## config.mk

```make
export PLATFORM = sky130hd
export DESIGN_NAME = run_detect_sched
export DESIGN_NICKNAME = d
export VERILOG_FILES = /design/src/rtl/run_detect_sched.sv
export SDC_FILE = /design/constraint.sdc
export NUM_CORES = 1
export LEC_CHECK = 0
export ABC_AREA = 1
export CORE_ASPECT_RATIO = 0.5
export CORE_MARGIN = 1
export CORE_UTILIZATION = 48
export CTS_CLUSTER_DIAMETER = 80
export DETAILED_ROUTE_END_ITERATION = 12
export GPL_ROUTABILITY_DRIVEN = 0
export PLACE_DENSITY = 0.74
export SLEW_MARGIN = 20
export SYNTH_ARGS = -nofsm -noshare
export SYNTH_HDL_FRONTEND = slang
export SYNTH_SLANG_ARGS = --single-unit
```

## constraint.sdc

```tcl
create_clock -name clk -period 2.9 [get_ports clk]
set_input_delay 0.87 -clock clk [delete_from_list [all_inputs] [get_ports clk]]
set_output_delay 0.87 -clock clk [all_outputs]
set_load 0.02 [all_outputs]
```

## src/rtl/run_detect_sched.sv

```systemverilog
// run_detect_sched: one run-length detector shared by NUM_CH serial bit streams.
// Each cycle a round-robin arbiter grants one requesting channel. The granted
// channel's saved context {last_bit, run_cnt} is restored, updated with the new
// bit and written back. A run of RUN_LEN equal bits produces a registered hit.
// Reset is asynchronous and active-low on the port named 'reset'.
module run_detect_sched #(
    parameter int NUM_CH  = 4,
    parameter int RUN_LEN = 3,
    parameter int OVERLAP = 1,
    parameter int CNT_W   = 16
) (
    input  logic                      clk,
    input  logic                      reset,
    input  logic                      en,
    input  logic [NUM_CH-1:0]         in_valid,
    input  logic [NUM_CH-1:0]         in_bit,
    output logic [NUM_CH-1:0]         in_ready,
    input  logic [NUM_CH-1:0]         ch_clr,
    output logic                      hit_valid,
    output logic [$clog2(NUM_CH)-1:0] hit_ch,
    output logic                      hit_bit,
    output logic [CNT_W-1:0]          hit_total
);

    localparam int CH_W = $clog2(NUM_CH);
    localparam int RC_W = $clog2(RUN_LEN + 1);
    localparam logic [RC_W-1:0] RUN_MAX = RC_W'(RUN_LEN);
    localparam logic [CH_W-1:0] LAST_CH = CH_W'(NUM_CH - 1);

    // Per-channel contexts, arbiter pointer and registered hit outputs
    logic [CH_W-1:0]   r_rrPtr;
    logic [RC_W-1:0]   r_runCnt [NUM_CH];
    logic [NUM_CH-1:0] r_lastBit;
    logic              r_hitValid;
    logic [CH_W-1:0]   r_hitCh;
    logic              r_hitBit;
    logic [CNT_W-1:0]  r_hitTotal;

    // Arbiter and datapath intermediates
    logic [CH_W-1:0]   w_scanIdx;
    logic [CH_W-1:0]   w_grantIdx;
    logic              w_found;
    logic [NUM_CH-1:0] w_grant;
    logic              w_accept;
    logic              w_curBit;
    logic [RC_W-1:0]   w_ctxCnt;
    logic              w_ctxLast;
    logic [RC_W-1:0]   w_newCnt;
    logic [RC_W-1:0]   w_storeCnt;
    logic              w_hit;

    // Channel index reached k steps after base, wrapping at NUM_CH
    function automatic logic [CH_W-1:0] wrapIdx(input int base, input int k);
        int s;
        s = base + k;
        if (s >= NUM_CH) s = s - NUM_CH;
        return CH_W'(s);
    endfunction

    // Round-robin search for the first requester starting at the pointer
    always_comb begin
        w_scanIdx  = '0;
        w_grantIdx = '0;
        w_found    = 1'b0;
        for (int k = 0; k < NUM_CH; k++) begin
            w_scanIdx = wrapIdx(int'(r_rrPtr), k);
            if (!w_found && in_valid[w_scanIdx]) begin
                w_found    = 1'b1;
                w_grantIdx = w_scanIdx;
            end
        end
        w_grant = w_found ? (NUM_CH'(1) << w_grantIdx) : '0;
    end

    assign w_accept = reset && en && w_found;
    assign in_ready = (reset && en) ? w_grant : '0;

    // Restore the granted context (a same-cycle clear wins) and extend the run
    always_comb begin
        w_curBit  = in_bit[w_grantIdx];
        w_ctxCnt  = ch_clr[w_grantIdx] ? '0 : r_runCnt[w_grantIdx];
        w_ctxLast = ch_clr[w_grantIdx] ? 1'b0 : r_lastBit[w_grantIdx];
        if ((w_ctxCnt == '0) || (w_curBit != w_ctxLast)) begin
            w_newCnt = RC_W'(1);
        end else if (w_ctxCnt == RUN_MAX) begin
            w_newCnt = RUN_MAX;
        end else begin
            w_newCnt = w_ctxCnt + RC_W'(1);
        end
        w_hit      = w_accept && (w_newCnt == RUN_MAX);
        w_storeCnt = (w_hit && (OVERLAP == 0)) ? '0 : w_newCnt;
    end

    // Write back the granted context and apply clears to the other channels
    always_ff @(posedge clk or negedge reset) begin
        if (!reset) begin
            for (int i = 0; i < NUM_CH; i++) r_runCnt[i] <= '0;
            r_lastBit <= '0;
        end else begin
            for (int i = 0; i < NUM_CH; i++) begin
                if (w_accept && (w_grantIdx == CH_W'(i))) begin
                    r_runCnt[i]  <= w_storeCnt;
                    r_lastBit[i] <= w_curBit;
                end else if (ch_clr[i]) begin
                    r_runCnt[i]  <= '0;
                    r_lastBit[i] <= 1'b0;
                end
            end
        end
    end

    // Advance the round-robin pointer past the channel just served
    always_ff @(posedge clk or negedge reset) begin
        if (!reset) begin
            r_rrPtr <= '0;
        end else if (w_accept) begin
            r_rrPtr <= (w_grantIdx == LAST_CH) ? '0 : w_grantIdx + CH_W'(1);
        end
    end

    // Register the hit pulse, its channel/value and the running hit count
    always_ff @(posedge clk or negedge reset) begin
        if (!reset) begin
            r_hitValid <= 1'b0;
            r_hitCh    <= '0;
            r_hitBit   <= 1'b0;
            r_hitTotal <= '0;
        end else begin
            r_hitValid <= w_hit;
            if (w_hit) begin
                r_hitCh    <= w_grantIdx;
                r_hitBit   <= w_curBit;
                r_hitTotal <= r_hitTotal + CNT_W'(1);
            end
        end
    end

    assign hit_valid = r_hitValid;
    assign hit_ch    = r_hitCh;
    assign hit_bit   = r_hitBit;
    assign hit_total = r_hitTotal;

endmodule

```

==> out/metrics.csv, run 1 <==
metric,value,unit
Worst path max stage delay,0.15,ns
Slew HR,70.9,%
vias in the first global route,2267,
synthesized area,2320,sq um
multi-input logic area,1440,sq um
initial antenna violation count,0,
post-synthesis cell type count,23,
DIE WIDTH,100,microns
# diodes,0,
crit path launch,in_valid[0],
"delay-heaviest family, CP",buffers and inverters,
largest net degree at the start of global routing,35,
CP arrival,2.25,ns
CORE AREA,4510,sq um
Clock Pin Slew Worst Setup and Hold Paths,0.06,ns
CTS sink cnt,34,
Ys Warns,0,
Critical-path top delay cell,buf_4,
startpoint types,input port,
Starting Density,51.4,%
Synth Instances,331,
fin crit period,3.12,ns
post-synthesis sequential area ratio,36.7,%
clock power share,8.4,%
Layout area overhead,43.1,%
detailed placement HPWL,4110,microns
RSZ-0062 raised after global routing,yes,
routed len/inst,13.8,microns
first-pass GRT wire length,10000,microns
number of I/O port buffers,38,
Psw,0.00201,W
Via density,5.22,
"Slew Viols, Final",0,
Storage cell area,852,sq um
fin crit share,108,%
DRC Markers,0,
Detailed Route WL,6520,microns
fraction of layout instances using a drive strength above 1,28.4,%
nets,425,
setup violators final,4,
hold wc startpoint,hit_ch[1],
Hold WC Path Type,flip-flop to flip-flop,
status,"finished, violations left",
Total Routing Usage GR,25.5,%
clk_lat worst skew,0.29,ns
CP cell instances,buf_6 -> inv_2 -> nand2_2 -> nand3_2 -> buf_4 -> buf_4 -> nand2_1 -> nand3_2 -> nand2_4 -> inv_4 -> ha_4 -> nand2_2 -> inv_2 -> buf_6,
Die Height,51.2,microns
Setup WS pre-CTS,-1.01,ns
Clock Skew,0.00690,ns
critical path buffer and inverter count,7,
DRT Pass-1 Iters,4,
Power Dens Cells,1200,nW/um^2
Post-CTS Hold Buffers,0,
required time worst endpoint,2.03,ns
H-tree levels,2,
P_int,0.00198,W
count of final hold-check violations,0,
final worst slack,-0.221,ns
maxcap violations,0,
Fillers,347,
actual slew at the worst max-slew pin,0.437,ns
Max Clock Freq,320,MHz
#FFs+latches synth,34,
Setup crit end kind,output pin,
Comb power frac,74.7,%
Max VDD drop,0.610,mV
CTS buffer count,5,
Reg power frac,16.9,%
Core Rows,17,
ANT nets after route,0,
FF-to-FF Start,r_rrPtr[0],
"Net Count, Synth",351,
maximum root-to-sink buffer count,2,
clk root buf,clkbuf_8,
final core area utilization,73.6,%
vias,2457,
io pins,39,
TritonCTS clock tree,built,
Sw Share,50.4,%
syn avg cell area,7.01,sq um
Leak Pwr,1.70,nW
Iter 0 DRT Violations,91,
gr ovfl total,0,
violated checks,setup timing,
Setup CP Type,input port to output pin,
die area,5130,sq um
Worst Path Max Fanout,4,
==> synth_stat cells (all sizes together) <==
cell,number,share of area [%]
buf,11,4.3
clkinv,1,0.16
dfrtp,34,37
ha,5,2.7
inv,29,5.0
nand2,139,23
nand3,59,13
nand4,11,3.0
nor2,12,2.6
nor3,3,0.65
nor4,2,0.54
o21ai,11,2.4
xnor2,6,2.3
xor2,8,3.0
==> per-layer routing <==
metal	up-vias	part of all wire, %	track usage, %
met1	1162	45	31.9
met3	15	4.4	4.38
met4	0	2.4	8.94
met5	-	0	0
li1	1215	-	-
met2	65	48	45.1
==> cells by family (layout without fill, tap and decap cells) <==
group                    after synthesis  count (layout)  share of synthesized area (%)
buffers and inverters                 41             115                           9.49
XOR/XNOR                              14              14                           5.29
AND/OR/NAND/NOR                      226             226                           43.5
AO/OA/AOI/OAI                         11              11                           2.37
flip-flops                            34              34                           36.7
adder cells (fa/ha/maj)                5               5                           2.70
==> through the flow <==
stage / hold WS [ns] / TNS [ns] / instances / power [W] / instance area (sq um)
floorplan: 0.478 / 0 / 331 / 0.00225 / 2330
global placement: 0.457 / -10.07 / 451 / 0.00303 / 2930
detailed placement: 0.474 / -13.36 / 451 / 0.00309 / 2930
CTS: 0.487 / -0.480 / 465 / 0.00375 / 3180
global route: 0.539 / -0.977 / 471 / 0.00427 / 3320
finish: 0.488 / -0.753 / 471 / 0.00398 / 3320
==> final timing paths <==
path,endpoint,slack [ns],cells past startpoint
worst min-delay path,hit_ch[1],0.49,2
worst max register to register,hit_ch[0],0.12,21
max in group asynchronous,r_rrPtr[0],1.48,2
worst min register to register,hit_ch[1],0.49,2
min in group asynchronous,r_runCnt[1],1.10,2
worst max-delay path,in_ready[2],-0.22,14
==> layout by cell type (no fill, tap or decap), drive strengths merged <==
cell type,instances
inv,30
nand4,11
nor2,12
nor4,2
dfrtp,34
o21ai,11
nand3,59
nor3,3
xor2,8
xnor2,6
ha,5
nand2,139
clkdlybuf4s50,30
buf,48
clkbuf,7
==> area by class of cell <==
| type | count | share of cell area (%) |
|---|---|---|
| inverters | 30 | 3.99 |
| clock buffers | 7 | 2.30 |
| flip-flops and latches | 34 | 25.7 |
| multi-input cells | 256 | 43.3 |
| well taps | 66 | 2.49 |
| repair buffers | 78 | 22.3 |
==> registers in the layout (all words and copies together) (netlist names) <==
name       count
hit_total     16
r_runCnt       8
r_lastBit      4
hit_ch         2
r_rrPtr        2
hit_bit        1
hit_valid      1
==> power by group through the flow <==
stage / clock, W / combinational, W / sequential, W
6_report: 0.000333 / 0.00297 / 0.000674
5_1_grt: 0.000360 / 0.00323 / 0.000687
4_1_cts: 0.000343 / 0.00272 / 0.000691
3_5_place_dp: 0 / 0.00239 / 0.000696
3_3_place_gp: 0 / 0.00234 / 0.000690
2_1_floorplan: 0 / 0.00155 / 0.000705
==> worst min-delay path: stages, from the launching register on <==
cell     delay, ns
dfrtp_1       0.35
nand2_1       0.05
nand2_1       0.05
==> timing repair <==
| item | CTS | global route |
|---|---|---|
| setup buffers | 7 | 6 |
| hold endpoints to repair | 0 | 0 |
| pin swaps | 15 | 22 |
| setup endpoints to repair | 23 | 4 |
| resized for setup | 75 | 31 |
(Power assumes the default switching activity.)
==> run 2, diff against run 1 <==
--- a/config.mk
+++ b/config.mk
@@ -6,13 +6,15 @@
 export NUM_CORES = 1
 export LEC_CHECK = 0
 export ABC_AREA = 1
+export CELL_PAD_IN_SITES_DETAIL_PLACEMENT = 1
+export CELL_PAD_IN_SITES_GLOBAL_PLACEMENT = 2
 export CORE_ASPECT_RATIO = 0.5
 export CORE_MARGIN = 1
-export CORE_UTILIZATION = 48
+export CORE_UTILIZATION = 27
 export CTS_CLUSTER_DIAMETER = 80
 export DETAILED_ROUTE_END_ITERATION = 12
 export GPL_ROUTABILITY_DRIVEN = 0
-export PLACE_DENSITY = 0.74
+export PLACE_DENSITY = 0.75
 export SLEW_MARGIN = 20
 export SYNTH_ARGS = -nofsm -noshare
 export SYNTH_HDL_FRONTEND = slang
==> run 2 against run 1 <==
- the flow still finishes with violations (setup timing)
- sequential cell count stayed put
- critical path depth is 1 higher
- first-iteration DRC count down 25%
- setup slack improved by 0.059 ns
- sequential share of layout area fell by 2.4 points
- die area rose by 75%
- core utilization is 29 points lower
- critical path type unchanged
- largest cell class unchanged
==> out/metrics.csv, run 2 (synthesis gave the netlist of run 1 again) <==
metric,value,unit,change
status,"finished, violations left",,
violated checks,setup timing,,
CTS sink cnt,34,,unchanged
FF-to-FF Start,r_rrPtr[0],,
Via density,4.72,,-9.5%
fin cells,526,,+12%
final worst slack,-0.162,ns,+0.0589 ns
Clock Pin Slew Worst Setup and Hold Paths,0.05,ns,about the same
fin crit share,106,%,-2.0 points
Area after DPL,3000,sq um,+2.2%
Max Clock Freq,327,MHz,+1.9%
number of I/O port buffers,38,,unchanged
Slew HR,68.3,%,-2.5 points
nets,433,,+1.9%
detailed placement HPWL,5120,microns,+25%
CORE AREA,8170,sq um,+81%
routed len/inst,14.9,microns,+7.6%
Leak Pwr,1.85,nW,+9.0%
"commonest non-fill, non-tap cells in the layout","nand2_1 (106), nand3_1 (48), buf_4 (41)",,
Psw,0.00223,W,+11%
WHS,0.474,ns,-0.0143 ns
maximum root-to-sink buffer count,2,,unchanged
setup violators final,4,,unchanged
clock power share,13.0,%,+4.6 points
"commonest non-fill, non-tap cell in the layout",nand2_1,,
Comb power frac,72.4,%,-2.3 points
Core Rows,23,,+6
Hold WC Path Type,flip-flop to flip-flop,,
Layout area overhead,57.7,%,
setup TNS,-0.564,ns,+0.189 ns
vias in the first global route,2632,,+16%
initial antenna violation count,0,,unchanged
Iter 0 DRT Violations,68,,-25%
first-pass GRT wire length,12600,microns,+26%
required time worst endpoint,2.03,ns,about the same
gr ovfl total,0,,unchanged
Setup crit end kind,output pin,,
startpoint types,input port,,
crit path launch,in_valid[2],,
count of final hold-check violations,0,,unchanged
CTS buffer count,5,,unchanged
ANT nets after route,0,,unchanged
fin crit period,3.06,ns,-0.0589 ns
DRC Markers,0,,unchanged
placed cells,498,,+10%
maxcap violations,0,,unchanged
DIE WIDTH,133,microns,+33%
DRT Pass-1 Iters,4,,unchanged
largest net degree at the start of global routing,35,,unchanged
Detailed Route WL,7840,microns,+20%
TritonCTS clock tree,built,,
post-route cell area,3660,sq um,+10%
Worst Path Max Fanout,4,,unchanged
Power Dens Cells,1280,nW/um^2,+6.6%
Setup CP Type,input port to output pin,,
Starting Density,28.4,%,-23 points
Reg power frac,14.6,%,-2.3 points
RSZ-0062 raised after global routing,yes,,
H-tree levels,2,,unchanged
clk_lat worst skew,0.28,ns,about the same
# diodes,0,,unchanged
Sw Share,47.7,%,-2.7 points
total power,0.00467,W,+17%
Die Height,67.5,microns,+32%
P_int,0.00245,W,+24%
fraction of layout instances using a drive strength above 1,31.9,%,+3.5 points
CP arrival,2.19,ns,-0.06 ns
Fillers,995,,+190%
actual slew at the worst max-slew pin,0.475,ns,+0.0380 ns
"Slew Viols, Final",0,,unchanged
clk root buf,clkbuf_16,,
Total Routing Usage GR,18.0,%,-7.5 points
io pins,39,,unchanged
Max VDD drop,0.667,mV,+9.4%
max reg flops,16,,unchanged
Clock Skew,0.00353,ns,-0.00338 ns
die area,8990,sq um,+75%
vias,2482,,+1.0%
hold wc startpoint,hit_ch[0],,
==> run 2: per-stage QoR <==
step / util, % / worst slack, ns
global placement: 36.7 / -0.998
finish: 44.7 / -0.162
detailed placement: 36.7 / -1.05
CTS: 41.8 / -0.118
floorplan: - / 0.00386
global route: 44.7 / -0.234
==> run 2: final timing paths <==
kind	end	slack, ns	cells after the start
max	in_ready[2]	-0.16	15
min	hit_ch[0]	0.47	2
max reg2reg	r_runCnt[0]	0.15	18
min reg2reg	hit_ch[0]	0.47	2
max in group asynchronous	r_rrPtr[0]	1.38	2
min in group asynchronous	r_runCnt[1]	1.17	2
==> run 2: what timing repair did <==
| action | 4_1_cts | 5_1_grt |
|---|---|---|
| hold buffers | 0 | 0 |
| setup endpoints to repair | 32 | 27 |
| buffers inserted | 11 | 8 |
| gates resized for setup | 86 | 42 |
| cloned | 0 | 1 |
| pin swaps | 20 | 27 |
==> run 2: cell type report <==
type,count,area (sq um),share of cell area [%]
clock buffer,5,125,3.42
clock inverter,3,40.0,1.09
inverter,30,148,4.04
multi-input combinational,256,1530,41.9
sequential,34,852,23.3
tap,112,140,3.83
timing repair buffer,85,815,22.3
timing repair inverter,1,6.26,0.171
==> run 2: metal layers <==
layer / up-vias / part of all wire [%] / global-route usage (%)
met5: - / 0 / 0
met4: 0 / 1.6 / 5.75
met3: 13 / 2.3 / 3.08
met2: 35 / 53 / 34.9
met1: 1206 / 44 / 20.6
li1: 1228 / - / -
==> run 2: power by group through the flow <==
stage | Clock, W | Sequential, W | Combinational [W]
after floorplan | 0 | 0.000705 | 0.00155
after global routing | 0.000642 | 0.000695 | 0.00369
after detailed placement | 0 | 0.000700 | 0.00253
final | 0.000607 | 0.000681 | 0.00338
after global placement | 0 | 0.000692 | 0.00246
after CTS | 0.000621 | 0.000700 | 0.00303
==> run 2: critical path: stages <==
cell and delay [ns]:
buf_8 0.09, inv_6 0.04, nand2_4 0.08, nand3_4 0.08
buf_4 0.13, buf_4 0.12, inv_1 0.06, nand2_2 0.05
nand3_2 0.10, nand2_4 0.10, inv_4 0.10, ha_4 0.14
nand2_4 0.05, inv_2 0.06, buf_6 0.11
